--- config.mk ---
export PLATFORM = sky130hd
export DESIGN_NAME = ps2_scan_rx
export DESIGN_NICKNAME = d
export VERILOG_FILES = /design/src/rtl/ps2_scan_rx.sv
export SDC_FILE = /design/constraint.sdc
export NUM_CORES = 1
export LEC_CHECK = 0
export CAP_MARGIN = 25
export CORE_ASPECT_RATIO = 0.5
export CORE_MARGIN = 2
export CORE_UTILIZATION = 60
export DETAILED_ROUTE_END_ITERATION = 12
export GPL_TIMING_DRIVEN = 1
export PLACE_DENSITY = 0.75
export SYNTH_ARGS = -nofsm -noshare
export SYNTH_HDL_FRONTEND = slang
export SYNTH_SLANG_ARGS = --single-unit
--- constraint.sdc ---
create_clock -name clk25 -period 2.7 [get_ports clk25]
set_input_delay 0.54 -clock clk25 [delete_from_list [all_inputs] [get_ports clk25]]
set_output_delay 0.54 -clock clk25 [all_outputs]
set_load 0.1 [all_outputs]
--- src/rtl/ps2_scan_rx.sv ---
// PS/2 keyboard receive front end: conditions the raw PS/2 lines, deserialises
// device-to-host frames, folds E0/F0 prefixes into flags and queues completed
// scan codes in a show-ahead FIFO for the downstream keyboard translation logic.
module ps2_scan_rx #(
    parameter int FILTER_LEN     = 8,
    parameter int TIMEOUT_CYCLES = 25000,
    parameter int FIFO_AW        = 3
) (
    input  logic       clk25,
    input  logic       reset_n,
    input  logic       PS2_Clk,
    input  logic       PS2_Data,
    input  logic       rd_i,
    output logic [7:0] code_o,
    output logic       release_o,
    output logic       extended_o,
    output logic       avail_o,
    output logic       overflow_o,
    output logic       frame_err_o
);
    localparam int FILT_W = $clog2(FILTER_LEN + 1);
    localparam int TMO_W  = $clog2(TIMEOUT_CYCLES + 1);
    localparam int DEPTH  = 2 ** FIFO_AW;

    typedef enum logic [1:0] {IDLE, DATA, PARITY, STOP} state_t;

    state_t               state, state_nxt;
    logic                 ps2_clk_p0, ps2_clk_p1;
    logic                 ps2_dat_p0, ps2_dat_p1;
    logic                 filt_clk;
    logic [FILT_W-1:0]    filt_cnt;
    logic                 fall;
    logic [2:0]           bit_cnt;
    logic [7:0]           shreg;
    logic                 par_bit;
    logic [TMO_W-1:0]     tmo_cnt;
    logic                 tmo;
    logic                 frame_ok, frame_bad;
    logic                 ext_flag, rel_flag;
    logic                 push_vld;
    logic [9:0]           push_data;
    logic                 frame_err;

    logic [9:0]           mem [DEPTH];
    logic [FIFO_AW:0]     wr_ptr, rd_ptr;
    logic                 empty, full, pop, push;
    logic [9:0]           head;

    // Two-flop synchronisers for both asynchronous PS/2 lines
    always_ff @(posedge clk25 or negedge reset_n) begin
        if (!reset_n) begin
            ps2_clk_p0 <= 1'b0;
            ps2_clk_p1 <= 1'b0;
            ps2_dat_p0 <= 1'b0;
            ps2_dat_p1 <= 1'b0;
        end else begin
            ps2_clk_p0 <= PS2_Clk;
            ps2_clk_p1 <= ps2_clk_p0;
            ps2_dat_p0 <= PS2_Data;
            ps2_dat_p1 <= ps2_dat_p0;
        end
    end

    // Glitch filter: accept a new clock level after FILTER_LEN equal samples
    always_ff @(posedge clk25 or negedge reset_n) begin
        if (!reset_n) begin
            filt_clk <= 1'b0;
            filt_cnt <= '0;
        end else if (ps2_clk_p1 == filt_clk) begin
            filt_cnt <= '0;
        end else if (filt_cnt == FILT_W'(FILTER_LEN - 1)) begin
            filt_clk <= ps2_clk_p1;
            filt_cnt <= '0;
        end else begin
            filt_cnt <= filt_cnt + 1'b1;
        end
    end

    // The falling edge is the cycle in which the filtered clock flips 1->0
    assign fall = filt_clk && !ps2_clk_p1 && (filt_cnt == FILT_W'(FILTER_LEN - 1));

    // Frame FSM next state and end-of-frame classification
    always_comb begin
        state_nxt = state;
        frame_ok  = 1'b0;
        frame_bad = 1'b0;
        // An edge clears the counter, so a timeout never coincides with one
        tmo       = (state != IDLE) && (tmo_cnt == TMO_W'(TIMEOUT_CYCLES - 1)) && !fall;
        if (tmo) begin
            state_nxt = IDLE;
        end else if (fall) begin
            case (state)
                IDLE:    if (!ps2_dat_p1) state_nxt = DATA;
                DATA:    if (bit_cnt == 3'd7) state_nxt = PARITY;
                PARITY:  state_nxt = STOP;
                STOP: begin
                    state_nxt = IDLE;
                    if (ps2_dat_p1 && (^{shreg, par_bit})) frame_ok  = 1'b1;
                    else                                   frame_bad = 1'b1;
                end
                default: state_nxt = IDLE;
            endcase
        end
    end

    // Control state: FSM, bit counter, timeout counter, prefix flags, push strobe
    always_ff @(posedge clk25 or negedge reset_n) begin
        if (!reset_n) begin
            state     <= IDLE;
            bit_cnt   <= 3'd0;
            tmo_cnt   <= '0;
            ext_flag  <= 1'b0;
            rel_flag  <= 1'b0;
            push_vld  <= 1'b0;
            frame_err <= 1'b0;
        end else begin
            state     <= state_nxt;
            frame_err <= frame_bad | tmo;
            push_vld  <= 1'b0;
            if (fall || tmo || state == IDLE) tmo_cnt <= '0;
            else                              tmo_cnt <= tmo_cnt + 1'b1;
            if (fall && state == IDLE)      bit_cnt <= 3'd0;
            else if (fall && state == DATA) bit_cnt <= bit_cnt + 3'd1;
            if (frame_bad || tmo) begin
                ext_flag <= 1'b0;
                rel_flag <= 1'b0;
            end else if (frame_ok) begin
                if (shreg == 8'hE0) begin
                    ext_flag <= 1'b1;
                end else if (shreg == 8'hF0) begin
                    rel_flag <= 1'b1;
                end else begin
                    push_vld <= 1'b1;
                    ext_flag <= 1'b0;
                    rel_flag <= 1'b0;
                end
            end
        end
    end

    // Data path: LSB-first shift register, parity capture and entry to push
    always_ff @(posedge clk25) begin
        if (fall && state == DATA)   shreg   <= {ps2_dat_p1, shreg[7:1]};
        if (fall && state == PARITY) par_bit <= ps2_dat_p1;
        if (frame_ok)                push_data <= {ext_flag, rel_flag, shreg};
    end

    assign empty = (wr_ptr == rd_ptr);
    assign full  = (wr_ptr[FIFO_AW] != rd_ptr[FIFO_AW]) &&
                   (wr_ptr[FIFO_AW-1:0] == rd_ptr[FIFO_AW-1:0]);
    assign pop   = rd_i && !empty;
    // A pop in the same cycle frees the slot, so a push while full still lands
    assign push  = push_vld && (!full || pop);

    // FIFO storage write
    always_ff @(posedge clk25) begin
        if (push) mem[wr_ptr[FIFO_AW-1:0]] <= push_data;
    end

    // FIFO pointers and sticky overflow flag
    always_ff @(posedge clk25 or negedge reset_n) begin
        if (!reset_n) begin
            wr_ptr     <= '0;
            rd_ptr     <= '0;
            overflow_o <= 1'b0;
        end else begin
            if (push) wr_ptr <= wr_ptr + 1'b1;
            if (pop)  rd_ptr <= rd_ptr + 1'b1;
            if (pop)                       overflow_o <= 1'b0;
            else if (push_vld && full)     overflow_o <= 1'b1;
        end
    end

    assign head        = mem[rd_ptr[FIFO_AW-1:0]];
    assign avail_o     = !empty;
    assign code_o      = empty ? 8'h00 : head[7:0];
    assign release_o   = !empty && head[8];
    assign extended_o  = !empty && head[9];
    assign frame_err_o = frame_err;

endmodule

## Word level (Yosys, flattened, before mapping)

Memory sizes are Yosys's and may differ from the RTL's.
Cells that the tools add are included.

| word-level totals | value |
|---|---|
| word-level logic and storage cells | 111 |
| RAM bits | 80 |
| ROM bits | 0 |
| bits in latches | 0 |
| flip-flop bits (word level) | 61 |
| input bits | 5 |
| output and inout bits | 13 |
| memories | 1 |

| operators by class | value |
|---|---|
| $mul | 0 |
| reduce and logical (&&, ||, !) cells | 33 |
| order comparisons | 0 |
| add/subtract/negate cells | 5 |
| div/mod/pow operators | 0 |
| muxes and demuxes | 35 |
| shift operators | 0 |
| bitwise gates (word level) | 2 |
| eq/ne operators | 16 |

Memories:

| name | depth | bits a word | rd ports | clocked after memory_dff | wr ports | line | source |
|---|---|---|---|---|---|---|---|
| mem | 8 | 10 | 1 | 0 | 1 | 44 | `logic [9:0] mem [DEPTH];` |

Operators by type and width:

| operator | number |
|---|---|
| two-way mux 1 bit | 24 |
| equality test 8 bit, second input constant | 2 |
| adder 15 x 1 -> 15 bit, second input constant | 1 |
| equality test 15 bit, second input constant | 1 |
| two-way mux 15 bit | 1 |
| logical AND 1 bit | 14 |
| adder 4 x 1 -> 4 bit, second input constant | 3 |
| nonzero test 2 bit | 5 |
| inequality test 3 bit, second input constant | 3 |
| XOR reduction 9 bit | 1 |
| two-way mux 2 bit | 4 |
| two-way mux 4 bit | 2 |
| two-way mux 8 bit | 1 |
| one-hot mux 2 bit (4 select lines) | 1 |
| two-way mux 3 bit | 2 |
| AND reduction 2 bit | 3 |
| equality test 2 bit, second input constant | 2 |
| equality test 4 x 3 -> 1 bit, second input constant | 1 |
| equality test 4 bit | 1 |
| zero test 1 bit | 4 |
| logical OR 1 bit | 4 |
| adder 3 x 1 -> 3 bit, second input constant | 1 |
| equality test 3 bit | 1 |
| equality test 3 bit, second input constant | 1 |
| 8 further kinds | 8 |

## Logic depth before layout (Yosys ltp)

Gate-level depths: netlist (run 1).

| logic depth | value |
|---|---|
| word-level depth | 9 |
| gate-level depth with buffers | 8 |
| gate-level depth less buffers | 7 |

## Worst setup path after synthesis (run 1)

No wires, ideal clock.

| timing path | value |
|---|---|
| path kind | reg2out |
| start point | register rd_ptr[0] |
| end point | output code_o[0] |
| path slack | -321 ps |
| cell stages (with the launch flop) | 6 |
| data required time | 2160 ps |
| arrival time | 2481 ps |
| cell sequence | dfrtp_1 > clkbuf_1 > buf_2 > mux4_2 > mux2i_1 > nor2_1 |

| on the way | value |
|---|---|
| cells in the longest elaborated chain, start to end | 2 |
| elaborated cells on any way between the ends | 3 |
| classes of those cells | eq/ne: 1; mux: 1; memory: 1 |

Ends and longest elaborated chain:

| item | line | source |
|---|---|---|
| start, declared | 45 | `logic [FIFO_AW:0] wr_ptr, rd_ptr;` |
| start signal, assigned | 168 | `if (pop) rd_ptr <= rd_ptr + 1'b1;` |
| memory read (8 x 10 bit) or equality test 4 bit (tied branches) | - |  |
| two-way mux 8 bit * | 176 | `assign code_o = empty ? 8'h00 : head[7:0];` |
| end, declared | 14 | `output logic [7:0] code_o,` |

Mark *: on every way between the ends. The rest lies on a longest branch, timed or not.

## Final worst setup path (run 1)

| timing path | value |
|---|---|
| start point | register rd_ptr[0] |
| end point | output code_o[5] |

Same word-level chain as after synthesis.

==> flow_summary.yaml, run 1 <==
pwr:
  p_int_mw: 3.60
  switching_power_mw: 0.911
  p_sw_share_pct: 20.2
  seqPwrFrac_pct: 51.7
  ir_drop_mv: 0.522
  p_per_area_mw_per_mm2: 662
  clkPwrFrac_pct: 47.1
  p_comb_share_pct: 1.3
  cellLeakagePower_nw: 2.50
  finalPower_mw: 4.51
worst_setup_path:
  cp.arrival_ps: 2030
  path_common_cell: "buf_12"
  cp_top_family: "multiplexers"
  path_cells: "buf_12, mux4_2, mux2i_1, nor2_2, buf_12"
  cp-end-kind: "output port"
  path_buf_inv: 2
  worstSetupPathType: "flip-flop to output port"
  cp_slowest_cell: "mux4_2"
  required_ps: 2160
  crit_path_start_kind: "flip-flop"
  crit_fanout: 24
  max_stage_delay_ps: 540
die:
  die_h_um: 73.4
  rows: 25
  core_area_mm2: 0.00938
  start_util_pct: 61.5
  die_area_mm2: 0.0105
  io_pins: 18
  die_w_um: 143
logic_synthesis:
  synthTopCellsByArea: "edfxtp_1 (52%), dfrtp_1 (18%), mux4_2 (7.8%)"
  async_reset_ff_share_pct: 29.8
  post-synth-top-area-cell: "edfxtp_1"
  synth_seq_area_share_pct: 69.7
  ys.flop_type: "edfxtp_1"
  syn_area_per_cell_um2: 16.3
  syn-num-nets: 372
  synth_top_area_share_pct: 51.5
  ys_ff_latch: 141
  synth.distinct_cells: 43
  synth_edf_count: 99
  synthCells: 355
  yosysWarnings: 0
  syn-cell-area_mm2: 0.00577
finish:
  drive_above_1_share_pct: 23.5
  final_core_util_pct: 72.6
  diodes: 0
  fin_nets: 409
  area_growth_pct: 18.1
  num-fill-cells: 554
run_status:
  status: "complete, no violations"
clocking:
  clock-sinks: 141
  cts_tree: "done"
  root_buffer: "clkbuf_16"
  post_cts_resize_count: 0
  htreeDepth: 4
  cts_max_path_buffers: 2
  numCtsBuffers: 17
  post-cts-setup-buffers: 0
  ctsHoldBuffers: 0
  insertion_delay_ps: 410
  path_clk_slew_ps: 60
global_route:
  grt_max_degree: 43
  grt_pass1_vias: 3178
  grt_pass1_wl_um: 16300
  overflow: 0
  grt_use_total_pct: 21.8
  antenna_found_initial: 0
timing:
  finClkSkew_ps: 7.72
  setup_violations: 0
  period_share_pct: 95.2
  rsz0062_at_grt: "no"
  report.final.slew_viol_count: 0
  tns_ps: 0
  relSlewSlack_pct: 39.0
  finalHoldViolations: 0
  post-route-min-period_ps: 2570
  max_freq_ghz: 0.389
  tightest_slew_ps: 915
detailed_routing:
  firstDrtPassIters: 4
  drt-total-wl_um: 10200
  drtIter0Drc: 278
  wl_per_cell_um: 19.4
  vias: 3057
  drc: 0
  ant_nets: 0
  vias_per_cell: 5.81
placement:
  io_buffers: 17
  dp_hpwl_um: 6580
  gp_congestion: 0.850
worst_hold_path:
  hold_class: "primary input to async pin"
run:
  maxCapViolCount: 0
## sequential cells by signal, summed over array words and instances (netlist names), 2 cells and up
name       cells
state          2
mem           80
rd_ptr         4
wr_ptr         4
tmo_cnt       15
bit_cnt        3
filt_cnt       4
shreg          8
push_data     10
## layout by cell type (no fill, tap or decap), types with 2 or more instances in the layout
master / Yosys / routed
mux4_2: 20 / 20
nor2b_1: 2 / 2
dfrtp_1: 42 / 42
xor2_1: 13 / 13
ha_1: 12 / 12
o21ai_0: 7 / 7
buf_12: 0 / 12
nor2_2: 0 / 10
mux2i_1: 11 / 11
clkinv_4: 0 / 4
nor2_1: 42 / 32
buf_4: 0 / 15
a32o_1: 2 / 2
a21oi_1: 3 / 3
inv_1: 8 / 8
clkinvlp_4: 0 / 3
clkinv_2: 0 / 5
mux2_2: 3 / 3
clkbuf_16: 0 / 17
xnor2_1: 18 / 18
nand2_1: 15 / 15
nor3_1: 5 / 5
and4_1: 2 / 2
nand2b_1: 5 / 5
a22oi_1: 2 / 2
nand3_1: 11 / 11
a31oi_1: 2 / 2
edfxtp_1: 99 / 99
nand4_1: 2 / 2
clkdlybuf4s50_1: 0 / 3
## cell usage after synthesis (all sizes together), types with 2 or more instances
master / count
mux2i: 11
nand4: 2
mux4: 20
a31oi: 2
a32o: 2
buf: 5
nor2b: 2
and4: 2
a22oi: 2
dfrtp: 42
inv: 8
nor4: 2
ha: 12
mux2: 3
nor3: 5
o21ai: 7
nand3: 11
nor2: 42
xnor2: 18
clkbuf: 8
nand2: 15
a21oi: 3
nand2b: 5
edfxtp: 99
xor2: 13
or4b: 2
## power groups by stage
stage | Combinational (mW) | Sequential, mW | Clock (mW)
2_1_floorplan | 0.0349 | 2.37 | 0
3_3_place_gp | 0.0549 | 2.37 | 0
3_5_place_dp | 0.0591 | 2.37 | 0
4_1_cts | 0.0592 | 2.33 | 2.15
5_1_grt | 0.0692 | 2.33 | 2.25
6_report | 0.0577 | 2.33 | 2.12
## layer usage
layer  track usage, %  routed length [um]
met3             7.30                 532
met5                0                   0
met1             27.0                4410
met4             6.82                  66
met2             37.2                5190
## path summary, 6_finish.rpt
kind | startpoint | slack, ps | endpoint | cells after the start
hold / removal | reset_n | 260 | rd_ptr[0]$_DFFE_PN0P_ | 1
hold reg to reg | ps2_dat_p0$_DFF_PN0_ | 350 | ps2_dat_p1$_DFF_PN0_ | 0
max in group asynchronous | reset_n | 1860 | bit_cnt[2]$_DFFE_PN0P_ | 1
setup reg to reg | state[0]$_DFFE_PN0P_ | 290 | tmo_cnt[8]$_DFF_PN0_ | 6
setup / recovery | rd_ptr[0]$_DFFE_PN0P_ | 130 | code_o[5] | 5
min in group clk25 | ps2_dat_p0$_DFF_PN0_ | 350 | ps2_dat_p1$_DFF_PN0_ | 0
## per-stage QoR
stage	hold WS (ps)	worst slack, ps	std cells	area [um^2]
after floorplan	244	131	355	5800
after global placement	334	479	494	6270
after detailed placement	337	354	494	6270
after CTS	288	86.8	526	6820
after global routing	325	31.1	526	6820
final	262	130	526	6820
## final cells by class
type | instances | area (um^2) | share of cell area [%]
Sequential cell | 141 | 4020 | 59.0
Multi-Input combinational cell | 193 | 1670 | 24.5
Clock buffer | 17 | 425 | 6.24
Timing Repair Buffer | 31 | 388 | 5.69
Tap cell | 121 | 151 | 2.22
Clock inverter | 15 | 125 | 1.84
Inverter | 8 | 30.0 | 0.441
## cells by family (layout without fill, tap and decap cells)
| logic type | count (synthesis) | count (layout) | synth area share [%] |
|---|---|---|---|
| xor gates and xnor gates | 32 | 32 | 5.09 |
| adders and majority gates | 12 | 12 | 2.60 |
| buffers and inverters | 21 | 71 | 1.73 |
| muxes | 34 | 34 | 10.3 |
| AOI/OAI and AO/OA | 20 | 20 | 2.28 |
| and+or+nand+nor | 95 | 95 | 8.28 |
| DFF | 141 | 141 | 69.7 |
No activity file was read; power rests on OpenSTA's default activity.
==> run 2, diff against run 1 <==
--- a/config.mk
+++ b/config.mk
@@ -10,7 +10,6 @@
 export CORE_MARGIN = 2
 export CORE_UTILIZATION = 60
 export DETAILED_ROUTE_END_ITERATION = 12
-export GPL_TIMING_DRIVEN = 1
 export PLACE_DENSITY = 0.75
 export SYNTH_ARGS = -nofsm -noshare
 export SYNTH_HDL_FRONTEND = slang
==> results of run 2 <==
No change in the layout: final DEF, timing and power equal those of run 1.
==> run 3, diff against run 2 <==
--- a/config.mk
+++ b/config.mk
@@ -7,10 +7,10 @@
 export LEC_CHECK = 0
 export CAP_MARGIN = 25
 export CORE_ASPECT_RATIO = 0.5
-export CORE_MARGIN = 2
 export CORE_UTILIZATION = 60
 export DETAILED_ROUTE_END_ITERATION = 12
 export PLACE_DENSITY = 0.75
+export SKIP_CTS_REPAIR_TIMING = 1
 export SYNTH_ARGS = -nofsm -noshare
 export SYNTH_HDL_FRONTEND = slang
 export SYNTH_SLANG_ARGS = --single-unit
==> run 3 against run 2 <==
  * Fmax up 0.86%
  * Register-to-register slack better by 90 ps
  * Design area up 1.6%
  * Sequential power about the same
  * Non-clock buffer count up 3
  * Critical path type unchanged
==> flow_summary.yaml, run 3 (synthesis results as in run 1) <==
run_status:
  status: "complete, no violations"
detailed_routing:
  firstDrtPassIters: 4
  drc: 0
  vias: 3032
  ant_nets: 0
  vias_per_cell: 5.78
  drt-total-wl_um: 10400
  drtIter0Drc: 212
  wl_per_cell_um: 19.8
global_route:
  grt_max_degree: 43
  grt_use_total_pct: 24.0
  antenna_found_initial: 0
  overflow: 0
  grt_pass1_vias: 3296
  grt_pass1_wl_um: 17200
worst_hold_path:
  hold_class: "flip-flop to flip-flop"
finish:
  drive_above_1_share_pct: 23.3
  final_cell_mix: "edfxtp_1 (99), dfrtp_1 (42), nor2_1 (32)"
  diodes: 0
  final_core_util_pct: 76.8
  area_growth_pct: 19.9
  fin_area_mm2: 0.00692
  largest_reg_flops: 80
  fin_cells: 525
  mostFrequentLayoutCell: "edfxtp_1"
  fin_nets: 412
pwr:
  p_comb_share_pct: 1.3
  seqPwrFrac_pct: 48.3
  clkPwrFrac_pct: 50.4
  finalPower_mw: 4.82
  cellLeakagePower_nw: 2.55
  p_sw_share_pct: 19.4
  switching_power_mw: 0.936
  p_per_area_mw_per_mm2: 697
  ir_drop_mv: 0.550
  p_int_mw: 3.89
placement:
  io_buffers: 17
  dp_hpwl_um: 6250
  dp_worst_setup_slack_ps: 383
  dp_cells: 491
  place_area_mm2: 0.00627
  gp_congestion: 0.816
die:
  die_w_um: 141
  die_area_mm2: 0.0100
  start_util_pct: 64.1
  die_h_um: 71.4
  rows: 24
  io_pins: 18
  core_area_mm2: 0.00901
clocking:
  root_buffer: "clkbuf_16"
  numCtsBuffers: 17
  cts_tree: "done"
  path_clk_slew_ps: 60
  insertion_delay_ps: 420
  htreeDepth: 4
  cts_max_path_buffers: 2
  clock-sinks: 141
worst_setup_path:
  crit_fanout: 18
  r2r-end: "tmo_cnt[8]$_DFF_PN0_"
  crit_path_end: "avail_o"
  crit_path_start_kind: "flip-flop"
  worstSetupPathType: "flip-flop to output port"
  crit_start: "rd_ptr[0]$_DFFE_PN0P_"
  cp-end-kind: "output port"
  rr_worst_depth: 6
  required_ps: 2160
  r2r_setup_slack_ps: 380
  cp.arrival_ps: 2010
  reg2reg_from: "state[0]$_DFFE_PN0P_"
timing:
  tns_ps: 0
  finalHoldViolations: 0
  max_freq_ghz: 0.392
  rsz0062_at_grt: "no"
  tightest_slew_ps: 597
  setup_ws_ps: 151
  finClkSkew_ps: 6.73
  period_share_pct: 94.4
  relSlewSlack_pct: 59.9
  post-route-min-period_ps: 2550
  setup_violations: 0
  report.final.slew_viol_count: 0
  hold_ws_ps: 349
run:
  maxCapViolCount: 0
-- run 3: per-layer routing --
layer,vias up,wire [um],track usage (%)
li1,1405,-,-
met1,1533,4480,31.2
met2,77,5230,40.1
met3,17,537,5.48
met4,0,165,10.5
met5,-,0,0
-- run 3: final cells by class --
cell class | instances | area, um^2
sequential | 141 | 4020
tap | 117 | 146
inverter | 8 | 30.0
multi-input combinational | 193 | 1670
timing repair buffer | 34 | 429
fill | 511 | 2090
clock buffer | 17 | 425
clock inverter | 15 | 195
-- run 3: worst min path at each step --
stage	startpoint	endpoint	slack [ps]	cells past startpoint
global placement	ps2_dat_p0$_DFF_PN0_	ps2_dat_p1$_DFF_PN0_	330	0
floorplan	reset_n	bit_cnt[0]$_DFFE_PN0P_	240	0
finish	ps2_dat_p0$_DFF_PN0_	ps2_dat_p1$_DFF_PN0_	350	0
global route	ps2_dat_p0$_DFF_PN0_	ps2_dat_p1$_DFF_PN0_	350	0
detailed placement	ps2_dat_p0$_DFF_PN0_	ps2_dat_p1$_DFF_PN0_	340	0
CTS	reset_n	tmo_cnt[9]$_DFF_PN0_	290	1
-- run 3: power groups by stage --
stage	logic [mW]	registers (mW)	clock network (mW)
CTS	0.0598	2.33	2.46
detailed placement	0.0588	2.37	0
global route	0.0736	2.33	2.54
floorplan	0.0349	2.37	0
finish	0.0627	2.33	2.43
global placement	0.0557	2.37	0
-- run 3: worst max-delay path, cell delays in order, from the launching register on --
cell and delay, ps:
dfrtp_1 410, buf_12 180, xnor2_1 160, nand3_1 150
nor2_1 180, buf_6 220, inv_1 110, buf_12 180
